[config.mk]
export PLATFORM = sky130hd
export DESIGN_NAME = testchip_testclk_ctrl
export DESIGN_NICKNAME = d
export VERILOG_FILES = /design/src/rtl/testchip_testclk_pkg.sv /design/src/rtl/testchip_testclk_ctrl.sv
export SDC_FILE = /design/constraint.sdc
export NUM_CORES = 1
export LEC_CHECK = 0
export ABC_CLOCK_PERIOD_IN_PS = 2200
export CAP_MARGIN = 20
export CORE_ASPECT_RATIO = 1.75
export CORE_MARGIN = 1
export CORE_UTILIZATION = 40
export DETAILED_ROUTE_END_ITERATION = 12
export SYNTH_ARGS = -nofsm -noshare
export SYNTH_HDL_FRONTEND = slang
export SYNTH_SLANG_ARGS = --single-unit
[constraint.sdc]
create_clock -name uc_clk -period 2.2 [get_ports uc_clk]
set_input_delay 0.33 -clock uc_clk [delete_from_list [all_inputs] [get_ports uc_clk]]
set_output_delay 0.33 -clock uc_clk [all_outputs]
set_load 0.005 [all_outputs]
[src/rtl/testchip_testclk_pkg.sv]
// +--------------------------------------------------------------------+
// | testchip_testclk_pkg : states and select codes for test-clk ctrl   |
// | Rev 1.0                                                            |
// +--------------------------------------------------------------------+
`default_nettype none

package testchip_testclk_pkg;

  localparam int TCLK_CNT_W = 8;

  typedef enum logic [1:0] {
    IDLE   = 2'd0,
    DRAIN  = 2'd1,
    SETTLE = 2'd2
  } tclk_state_e;

  localparam logic [3:0] TCLK_SEL_PAM3 = 4'b0000;
  localparam logic [3:0] TCLK_SEL_UC   = 4'b0001;
  localparam logic [3:0] TCLK_SEL_REF0 = 4'b0010;
  localparam logic [3:0] TCLK_SEL_REF1 = 4'b0011;
  localparam logic [3:0] TCLK_SEL_AUX0 = 4'b0100;
  localparam logic [3:0] TCLK_SEL_AUX1 = 4'b0101;
  localparam logic [3:0] TCLK_SEL_NOC  = 4'b0110;
  localparam logic [3:0] TCLK_SEL_CDB  = 4'b0111;
  localparam logic [3:0] TCLK_SEL_PHY  = 4'b1000;

endpackage

`default_nettype wire

[src/rtl/testchip_testclk_ctrl.sv]
// +--------------------------------------------------------------------+
// | testchip_testclk_ctrl : gate-off / drain / switch / settle / gate  |
// | sequencer for the test-clock select stage.            Rev 1.0      |
// +--------------------------------------------------------------------+
`default_nettype none

module testchip_testclk_ctrl
  import testchip_testclk_pkg::*;
#(
  parameter int DRAIN_CYCLES  = 16,
  parameter int SETTLE_CYCLES = 32
) (
  input  logic       uc_clk,
  input  logic       reset_n,
  input  logic       cfg_req,
  input  logic [3:0] cfg_sel,
  input  logic       cfg_en,
  output logic       cfg_busy,
  output logic       cfg_done,
  output logic       cfg_drop,
  output logic [3:0] test_clk_sel,
  output logic       test_clk_en
);

  if (DRAIN_CYCLES < 1 || DRAIN_CYCLES > 255) begin : g_drain_range_err
    $error("testchip_testclk_ctrl: DRAIN_CYCLES must be 1..255");
  end
  if (SETTLE_CYCLES < 1 || SETTLE_CYCLES > 255) begin : g_settle_range_err
    $error("testchip_testclk_ctrl: SETTLE_CYCLES must be 1..255");
  end

  localparam logic [TCLK_CNT_W-1:0] DRAIN_LOAD  = TCLK_CNT_W'(DRAIN_CYCLES - 1);
  localparam logic [TCLK_CNT_W-1:0] SETTLE_LOAD = TCLK_CNT_W'(SETTLE_CYCLES - 1);

  tclk_state_e           state_q, state_d;
  logic [TCLK_CNT_W-1:0] cnt_q, cnt_d;
  logic [3:0]            shadow_sel_q, shadow_sel_d;
  logic                  shadow_en_q, shadow_en_d;
  logic [3:0]            sel_q, sel_d;
  logic                  en_q, en_d;
  logic                  busy_q, busy_d;
  logic                  done_q, done_d;
  logic                  drop_q, drop_d;

  always_ff @(posedge uc_clk or negedge reset_n) begin
    if (!reset_n) begin
      state_q      <= IDLE;
      cnt_q        <= '0;
      shadow_sel_q <= '0;
      shadow_en_q  <= 1'b0;
      sel_q        <= TCLK_SEL_PAM3;
      en_q         <= 1'b0;
      busy_q       <= 1'b0;
      done_q       <= 1'b0;
      drop_q       <= 1'b0;
    end else begin
      state_q      <= state_d;
      cnt_q        <= cnt_d;
      shadow_sel_q <= shadow_sel_d;
      shadow_en_q  <= shadow_en_d;
      sel_q        <= sel_d;
      en_q         <= en_d;
      busy_q       <= busy_d;
      done_q       <= done_d;
      drop_q       <= drop_d;
    end
  end

  always_comb begin
    state_d      = state_q;
    cnt_d        = cnt_q;
    shadow_sel_d = shadow_sel_q;
    shadow_en_d  = shadow_en_q;
    sel_d        = sel_q;
    en_d         = en_q;
    busy_d       = busy_q;
    done_d       = 1'b0;
    drop_d       = 1'b0;

    unique case (state_q)
      IDLE: begin
        if (cfg_req) begin
          shadow_sel_d = cfg_sel;
          shadow_en_d  = cfg_en;
          if (cfg_sel == sel_q) begin
            en_d   = cfg_en;
            done_d = 1'b1;
          end else begin
            en_d    = 1'b0;
            busy_d  = 1'b1;
            state_d = DRAIN;
            cnt_d   = DRAIN_LOAD;
          end
        end
      end

      DRAIN: begin
        drop_d = cfg_req;
        if (cnt_q == '0) begin
          state_d = SETTLE;
          sel_d   = shadow_sel_q;
          cnt_d   = SETTLE_LOAD;
        end else begin
          cnt_d = cnt_q - 1'b1;
        end
      end

      SETTLE: begin
        drop_d = cfg_req;
        if (cnt_q == '0) begin
          state_d = IDLE;
          en_d    = shadow_en_q;
          busy_d  = 1'b0;
          done_d  = 1'b1;
          // Request on the exit cycle is still discarded; done wins the pulse slot.
          drop_d  = 1'b0;
        end else begin
          cnt_d = cnt_q - 1'b1;
        end
      end

      default: begin
        state_d = IDLE;
        busy_d  = 1'b0;
        en_d    = 1'b0;
      end
    endcase
  end

  assign cfg_busy     = busy_q;
  assign cfg_done     = done_q;
  assign cfg_drop     = drop_q;
  assign test_clk_sel = sel_q;
  assign test_clk_en  = en_q;

endmodule

`default_nettype wire

# Word level (Yosys, flattened, before mapping)
# Cells that the tools add are included.
# word_totals
ff_bits,23
latch_bits,0
ramBits,0
romBits,0
inputBits,8
output_inout_bits,8
elab_cells,52
memories,0
# op_classes
add_sub_neg,1
multipliers,0
div_mod_pow,0
n_lt_le_gt_ge,0
n_eq_ne,8
shifts,0
muxes,24
n_bitwise,1
n_reduce_logical,9
# op_table
op,n
$mux 8,4
$pmux 8 s3,1
$reduce_and 4->1,3
$mux 1,10
$ne 2x2->1 const B,5
$logic_not 8->1,1
$mux 2,4
$sub 8x1->8 const B,1
$pmux 1 s3,2
$pmux 2 s3,1
$eq 4x4->1,1
$pmux 1 s2,2
$reduce_and 2->1,2
$reduce_and 3->1,1
$reduce_bool 3->1,1
$eq 2x1->1 const B,1
$eq 2x2->1 const B,1
$logic_not 2->1,1
$not 1->1,1

# Depth between registers and ports, before layout
# Gate-level depths: netlist of the first run.
# depth
word_depth,4
depth_mapped,7
ltp_nobuf,6

# Worst setup path after synthesis of the first run
# OpenSTA, ideal clock, no wires.
# synth_path
path_kind,register to register
start,register cnt_q[0]
end,"register en_q, in the netlist test_clk_en"
setup_ps,125
arrival_ps,1718
required_ps,2075
slack_ps,357
stages_incl_launch_ff,7
n_path_buf,0
synth_period_minus_slack_ps,1843
path_cell_list,dfrtp_1 > inv_1 > ha_1 > nor4b_4 > nand2_2 > a211oi_1 > mux2_2
# synth_via
elab_chain_len,3
# synth_rtl
element,line,text
start: declaration,testchip_testclk_ctrl.sv:36,"logic [TCLK_CNT_W-1:0] cnt_q, cnt_d;"
start signal: assignment,testchip_testclk_ctrl.sv:58,cnt_q <= cnt_d;
$logic_not 8->1,testchip_testclk_ctrl.sv:110,if (cnt_q == '0) begin
$ne 2x2->1 (no line),-,
$reduce_and 3->1 (no line),-,
end signal: assignment,testchip_testclk_ctrl.sv:62,en_q <= en_d;
end: declaration,testchip_testclk_ctrl.sv:40,"logic en_q, en_d;"
# No other way between the ends.
# A chain may end at the register's enable or synchronous reset.

# Worst setup path in the final report of the first run
# layout_path
start,register cnt_q[0]
end,register cnt_q[3]
# layout_via
elab_chain_len,3
elab_cells_between_ends,7
classes_between,1 x add/sub; 1 x eq/ne; 3 x mux; 2 x reduce/logical
# layout_rtl
element,line
$sub 8x1->8 or $logic_not 8->1 (tied branches),-
$mux 8 (tied with other cells),testchip_testclk_ctrl.sv:110
$pmux 8 s3 or $reduce_and 4->1 (tied branches),-
# Parallel ways exist; a longest one is shown, timed or not. The select of a mux whose other input is x is not followed.

==> reports/qor.txt, run 1 <==
# setup viols final -> 0
Gate power share -> 0.526
TNS Setup -> 0 ns
metal2 WL -> 1836 um
largest family of logic cells by synthesized area -> compound AO/OA/AOI/OAI gates
CTS H-tree depth -> 1
clock tree from TritonCTS -> built
initial antenna violation count -> 0
non-filler cells, final -> 195
status -> complete, no violations
FP Rows -> 28
RSZ-0062 raised after global routing -> no
peak supply drop -> 0.5125 mV
Synth Warn # -> 0
Max Clk Rate -> 485.7 MHz
Die W -> 46.90 um
WL final -> 3224 um
dpl ws -> -0.06664 ns
Switching Share -> 0.3942
Setup CP Type -> reg2reg
sequential share of power -> 0.344
critical path peak fanout -> 6
multiplexer area fraction after synthesis -> 0.1055
P_sw -> 0.0008012 W
relative slew slack -> 0.5178
die height -> 80.58 um
Worst Path Arrival -> 2.25 ns
DP Area -> 1645 sq um
Final WS setup -> 0.1410 ns
Clock Power Share -> 0.130
final worst path period share -> 0.9359
Detailed Route Iter0 Violations -> 18
CP Launch Type -> flip-flop
max-slew violations -> 0
synthesized net count -> 143
top sig layer -> met4
vias in the first global route -> 1181
ANT cells -> 0
Root Driver -> clkbuf_8
Final #Nets -> 164
Antenna Violating Nets Remaining -> 0
Worst Max-Slew Pin Slew -> 0.7209 ns
unique cell type count in the Yosys netlist -> 45
GP Congestion -> 0.8882
xor-xnor portion of the synthesized cell area -> 0.02482
crit end category -> flip-flop
clk slew on worst S/H paths -> 0.08 ns
layout cells sized above 1 -> 0.2133
GRT Total Usage -> 0.1928
vias per cell -> 5.779
Buffers on Ports -> 15
Synth Instances -> 130
maximum clock path buffer count -> 2
Cells after DPL -> 191
Seq/Total Area, Yosys -> 0.4078
total grt overflow -> 0
Area Overhead vs Synth -> 19.86%
design area -> 1692 sq um
total CTS buffers -> 3
core area -> 3363 sq um
average size of a mapped cell -> 10.86 sq um
Clk Latency, worst-skew pair -> 0.26 ns
largest net degree at the start of global routing -> 24
hold crit path type -> in2async
Metal-1 WL -> 1248 um
min Tclk post-route -> 2.059 ns
DR WL met3 -> 75 um
vias -> 1127
Detailed Place HPWL -> 2433 um
Worst Skew -> 0.001448 ns
# clock sinks -> 23
Static Leak -> 0.7534 nW
cell-internal power -> 0.001231 W
# Max-Cap Violations -> 0
die area -> 3779 sq um
complex-gate fraction of the synthesized area -> 0.2518
drt first pass iters -> 4
pwr dens -> 1202 nW/um^2
Ports -> 16
hold-fix buffers at CTS -> 0
Hold Fails Final Rpt -> 0
Initial Util -> 0.4196
Post-route DRC -> 0
adder-cell share of the synthesized area -> 0.04433
Seq cells post-synth -> 23
post-synthesis simple-gate area fraction -> 0.1241
first-pass GRT wire length -> 5285 um
mapped cell area -> 1411 sq um
worst path required time -> 2.39 ns
Tot Pwr -> 0.002033 W
routed length per instance -> 16.53 um
==> area by class of cell <==
cell class	count	area [sq um]
clock buffers	3	41.29
clock inverters	1	5.005
fillers	337	1672
inverters	5	18.77
multi-input cells	94	777.0
flip-flops and latches	23	575.6
well taps	45	56.30
repair buffers	24	217.7
==> Yosys cell counts, drive strengths merged <==
| cell | number | area [sq um] |
|---|---|---|
| o21a | 4 | 30.03 |
| nor2b | 2 | 12.51 |
| or4b | 1 | 10.01 |
| dfrtp | 23 | 575.6 |
| inv | 5 | 18.77 |
| mux2i | 1 | 10.01 |
| xor2 | 4 | 35.03 |
| mux2 | 12 | 138.9 |
| nand3 | 1 | 5.000 |
| o21ai | 5 | 25.02 |
| and2 | 2 | 12.51 |
| nor2 | 6 | 22.52 |
| a211oi | 3 | 22.52 |
| a22o | 1 | 8.760 |
| nor4 | 1 | 12.51 |
| o22a | 2 | 17.52 |
| o41ai | 1 | 27.53 |
| nand2b | 1 | 6.260 |
| clkbuf | 6 | 23.77 |
| a2111o | 2 | 22.52 |
| a211o | 5 | 43.79 |
| a21o | 2 | 15.01 |
| nand4 | 1 | 6.260 |
| buf | 2 | 16.26 |
| o311ai | 1 | 8.760 |
| a2bb2oi | 1 | 8.760 |
| a221oi | 1 | 8.760 |
| nand2 | 4 | 17.52 |
| ha | 5 | 62.56 |
| nor3 | 3 | 20.02 |
| a32o | 2 | 20.02 |
| and3 | 3 | 18.77 |
| a2111oi | 2 | 17.52 |
| a311o | 1 | 10.01 |
| a21oi | 10 | 53.80 |
| nor4b | 1 | 23.77 |
| nand3b | 1 | 7.510 |
| a31oi | 1 | 6.260 |
| a31o | 1 | 8.760 |
==> kinds of logic after synthesis <==
family	Yosys count
flip-flops	23
AND/OR/NAND/NOR	27
adder cells (fa/ha/maj)	5
multiplexers	13
AO/OA/AOI/OAI	45
XOR/XNOR	4
buffers and inverters	13
==> critical path, stage by stage (launching register included) <==
cell       delay [ns]
dfrtp_1          0.42
inv_1            0.10
ha_1             0.24
nor4b_4          0.41
nand2_2          0.09
buf_4            0.16
a221oi_1         0.35
a2bb2oi_1        0.20
==> metrics by stage <==
stage	hold slack [ns]	util
after floorplan	0.03441	-
after global placement	0.4753	0.4892
after detailed placement	0.4821	0.4892
after CTS	0.4247	0.5030
after global routing	0.4483	0.5030
final	0.4198	0.5030
==> cells in the final DEF (no fill, tap or decap), types with 2 or more instances in the layout <==
cell	count
clkbuf_8	3
xor2_1	4
nor2_1	6
a21o_1	2
nor3_1	2
dfrtp_1	23
o21a_1	4
clkdlybuf4s50_1	15
nand2_1	3
a2111oi_0	2
nor2b_1	2
and2_1	2
a211oi_1	3
mux2_2	11
and3_1	3
ha_1	5
a21oi_1	9
a32o_1	2
o22a_1	2
a211o_1	5
buf_4	9
o21ai_0	4
inv_1	5
a2111o_1	2
==> sequential cells by signal, summed over array words and instances (netlist names) <==
name	flops
cfg_busy	1
shadow_en_q	1
shadow_sel_q	4
state_q	2
test_clk_en	1
cfg_drop	1
cfg_done	1
test_clk_sel	4
cnt_q	8
==> final timing paths <==
| kind | startpoint | to | slack [ns] | cells after the start |
|---|---|---|---|---|
| setup reg to reg | cnt_q[0] | cnt_q[3] | 0.14 | 7 |
| min in group uc_clk | cfg_busy | cfg_busy | 0.49 | 1 |
| setup / recovery | cnt_q[0] | cnt_q[3] | 0.14 | 7 |
| max in group asynchronous | reset_n | cnt_q[3] | 1.55 | 2 |
| hold reg to reg | cfg_busy | cfg_busy | 0.49 | 1 |
| hold / removal | reset_n | test_clk_sel[0] | 0.42 | 2 |
==> metal layers <==
metal | vias to the layer above | GRT usage
met5 | - | 0
met4 | 0 | 0.06857
met3 | 6 | 0.02022
met2 | 22 | 0.3597
met1 | 563 | 0.2079
li1 | 536 | -
==> power groups by stage <==
stage                     Combinational (W)  Sequential (W)  Clock (W)
after floorplan                    0.000739        0.000683          0
after global placement              0.00104        0.000699          0
after detailed placement            0.00106        0.000706          0
after CTS                           0.00107        0.000698   0.000279
after global routing                0.00118        0.000723   0.000296
final                               0.00107        0.000699   0.000264
==> repair_timing <==
item                                    CTS  global route
gates resized for setup                   0             1
endpoints found under the setup margin    0             2
buffers inserted                          0             0
Note: power is estimated with default switching activity, not from simulation.
==> inputs of run 2 (changes only) <==
- CORE_UTILIZATION: 40 -> 35
==> run 2 against run 1 <==
  * Non-clock buffer count is 4 higher
  * Register-to-register slack about the same
  * Sequential cell count stayed put
  * Critical endpoint is now test_clk_sel[3]
  * Sequential power rose by 1%
  * First-iteration DRC count shrank 5.6%
  * Largest cell class unchanged
  * Highest routed layer unchanged
  * Critical path type unchanged
==> reports/qor.txt, run 2 (same netlist as run 1, synthesis figures left out) <==
status -> complete, no violations
# clock sinks -> 23 (unchanged)
initial antenna violation count -> 0 (unchanged)
vias in the first global route -> 1233 (+4.4%)
DP Area -> 1679 sq um (+2.1%)
ANT cells -> 0 (unchanged)
hold crit path type -> in2async
crit end category -> flip-flop
Clock Power Share -> 0.126 (-0.004)
FP Rows -> 30 (+7.1%)
launch point of the worst path -> cnt_q[0]
Buffers on Ports -> 15 (unchanged)
Detailed Route Iter0 Violations -> 17 (-1)
Gate power share -> 0.533 (+0.007)
critical path peak fanout -> 6 (unchanged)
Clk Latency, worst-skew pair -> 0.26 ns (about the same)
Final #Nets -> 168 (+2.4%)
peak supply drop -> 0.4408 mV (-14%)
max-slew violations -> 0 (unchanged)
total CTS buffers -> 3 (unchanged)
vias per cell -> 5.658 (-2.1%)
Initial Util -> 0.3650 (-0.05459)
drt first pass iters -> 4 (unchanged)
sequential share of power -> 0.341 (-0.003)
Post-route DRC -> 0 (unchanged)
Area Overhead vs Synth -> 22.16%
routing usage on met3 -> 0.02660 (+0.006371)
clk slew on worst S/H paths -> 0.08 ns (about the same)
M2 GR Usage -> 0.3418 (-0.01790)
Final WS setup -> 0.1415 ns (+0.0005700 ns)
Worst Max-Slew Pin Slew -> 0.7157 ns (-0.005131 ns)
Hold Fails Final Rpt -> 0 (unchanged)
relative slew slack -> 0.5212 (+0.003432)
R2R depth -> 5 (-2)
worst path required time -> 2.35 ns (-0.04 ns)
Worst Path Arrival -> 2.21 ns (-0.04 ns)
Setup CP Type -> reg2reg
design area -> 1724 sq um (+1.9%)
CTS H-tree depth -> 1 (unchanged)
clock tree from TritonCTS -> built
CP Cell Sequence -> inv_1 -> ha_1 -> nor4b_4 -> and3_1 -> mux2_2
Detailed Place HPWL -> 2600 um (+6.9%)
die area -> 4300 sq um (+14%)
GRT Total Usage -> 0.1751 (-0.01769)
Root Driver -> clkbuf_8
final worst path period share -> 0.9357 (about the same)
pwr dens -> 1202 nW/um^2 (about the same)
Tot Pwr -> 0.002072 W (+1.9%)
Die W -> 50 um (+6.6%)
# setup viols final -> 0 (unchanged)
core area -> 3866 sq um (+15%)
Critical Path Max Stage Delay -> 0.42 ns (about the same)
die height -> 86.01 um (+6.7%)
routed length per instance -> 16.58 um (+0.28%)
max FFs per register -> 8 (unchanged)
Reg-to-Reg Start -> cnt_q[0]
first-pass GRT wire length -> 5678 um (+7.4%)
layout cells sized above 1 -> 0.2273 (+0.01394)
dpl ws -> -0.09369 ns (-0.02705 ns)
cell-internal power -> 0.001258 W (+2.2%)
reg-to-reg slack, setup -> 0.14 ns (about the same)
maximum clock path buffer count -> 2 (unchanged)
Switching Share -> 0.3927 (-0.001482)
Biggest register -> cnt_q
Worst Skew -> 0.003996 ns (+0.002548 ns)
Antenna Violating Nets Remaining -> 0 (unchanged)
# Max-Cap Violations -> 0 (unchanged)
CP Launch Type -> flip-flop
Ports -> 16 (unchanged)
largest net degree at the start of global routing -> 24 (unchanged)
GRT busiest layer -> met2
RSZ-0062 raised after global routing -> no
total grt overflow -> 0 (unchanged)
global routing usage on met1 -> 0.1678 (-0.04009)
WL final -> 3349 um (+3.9%)
crit path max-delay cell type -> nor4b_4
min Tclk post-route -> 2.058 ns (-0.0005700 ns)
commonest non-fill, non-tap cell in the layout -> dfrtp_1
Max Clk Rate -> 485.8 MHz (about the same)
P_sw -> 0.0008136 W (+1.6%)
Static Leak -> 0.7704 nW (+2.3%)
most frequent cells in the layout -> dfrtp_1 (23), clkdlybuf4s50_1 (15), buf_4 (13), mux2_2 (11), a21oi_1 (9)
vias -> 1143 (+1.4%)
GP Congestion -> 0.8413 (-5.3%)
hold-fix buffers at CTS -> 0 (unchanged)
-- run 2: worst paths after layout --
check                                   to
setup / recovery           test_clk_sel[3]
hold / removal                 shadow_en_q
setup reg to reg           test_clk_sel[3]
hold reg to reg                   cfg_busy
max in group asynchronous  shadow_sel_q[2]
min in group uc_clk               cfg_busy
-- run 2: final cells by class --
cell class	count	area [sq um]
repair buffers	28	247.7
well taps	48	60.06
clock buffers	4	45.04
multi-input cells	94	777.0
fillers	367	2142
flip-flops and latches	23	575.6
inverters	5	18.77
-- run 2: per-stage QoR --
step	setup TNS (ns)	std cells	util	hold WS [ns]
floorplan	0	130	-	0.03441
global placement	-0.09892	198	0.4343	0.4724
detailed placement	-0.2018	198	0.4343	0.4911
CTS	0	202	0.4460	0.4318
global route	0	202	0.4460	0.4488
finish	0	202	0.4460	0.4175
-- run 2: critical path, delay by kind of cell (launching register included) --
family / cells / cell delay, ns
AND/OR/NAND/NOR: 2 / 0.82
adder cells (fa/ha/maj): 1 / 0.24
buffers and inverters: 1 / 0.09
flip-flops: 1 / 0.41
multiplexers: 1 / 0.38
-- run 2: what timing repair did --
item                       in CTS  in global routing
gates resized for setup         0                  1
setup endpoints to repair       0                  2
buffers inserted                0                  0
-- run 2: layer usage --
metal | up-vias | share of wire
met1 | 570 | 0.35
li1 | 538 | -
met4 | 0 | 0.019
met3 | 7 | 0.033
met2 | 28 | 0.60
met5 | - | 0
-- run 2: power by group through the flow --
| stage | sequential [W] | combinational, W | clock, W |
|---|---|---|---|
| 3_5_place_dp | 0.000717 | 0.00110 | 0 |
| 4_1_cts | 0.000708 | 0.00110 | 0.000270 |
| 3_3_place_gp | 0.000702 | 0.00107 | 0 |
| 5_1_grt | 0.000731 | 0.00120 | 0.000289 |
| 6_report | 0.000707 | 0.00111 | 0.000260 |
| 2_1_floorplan | 0.000683 | 0.000739 | 0 |
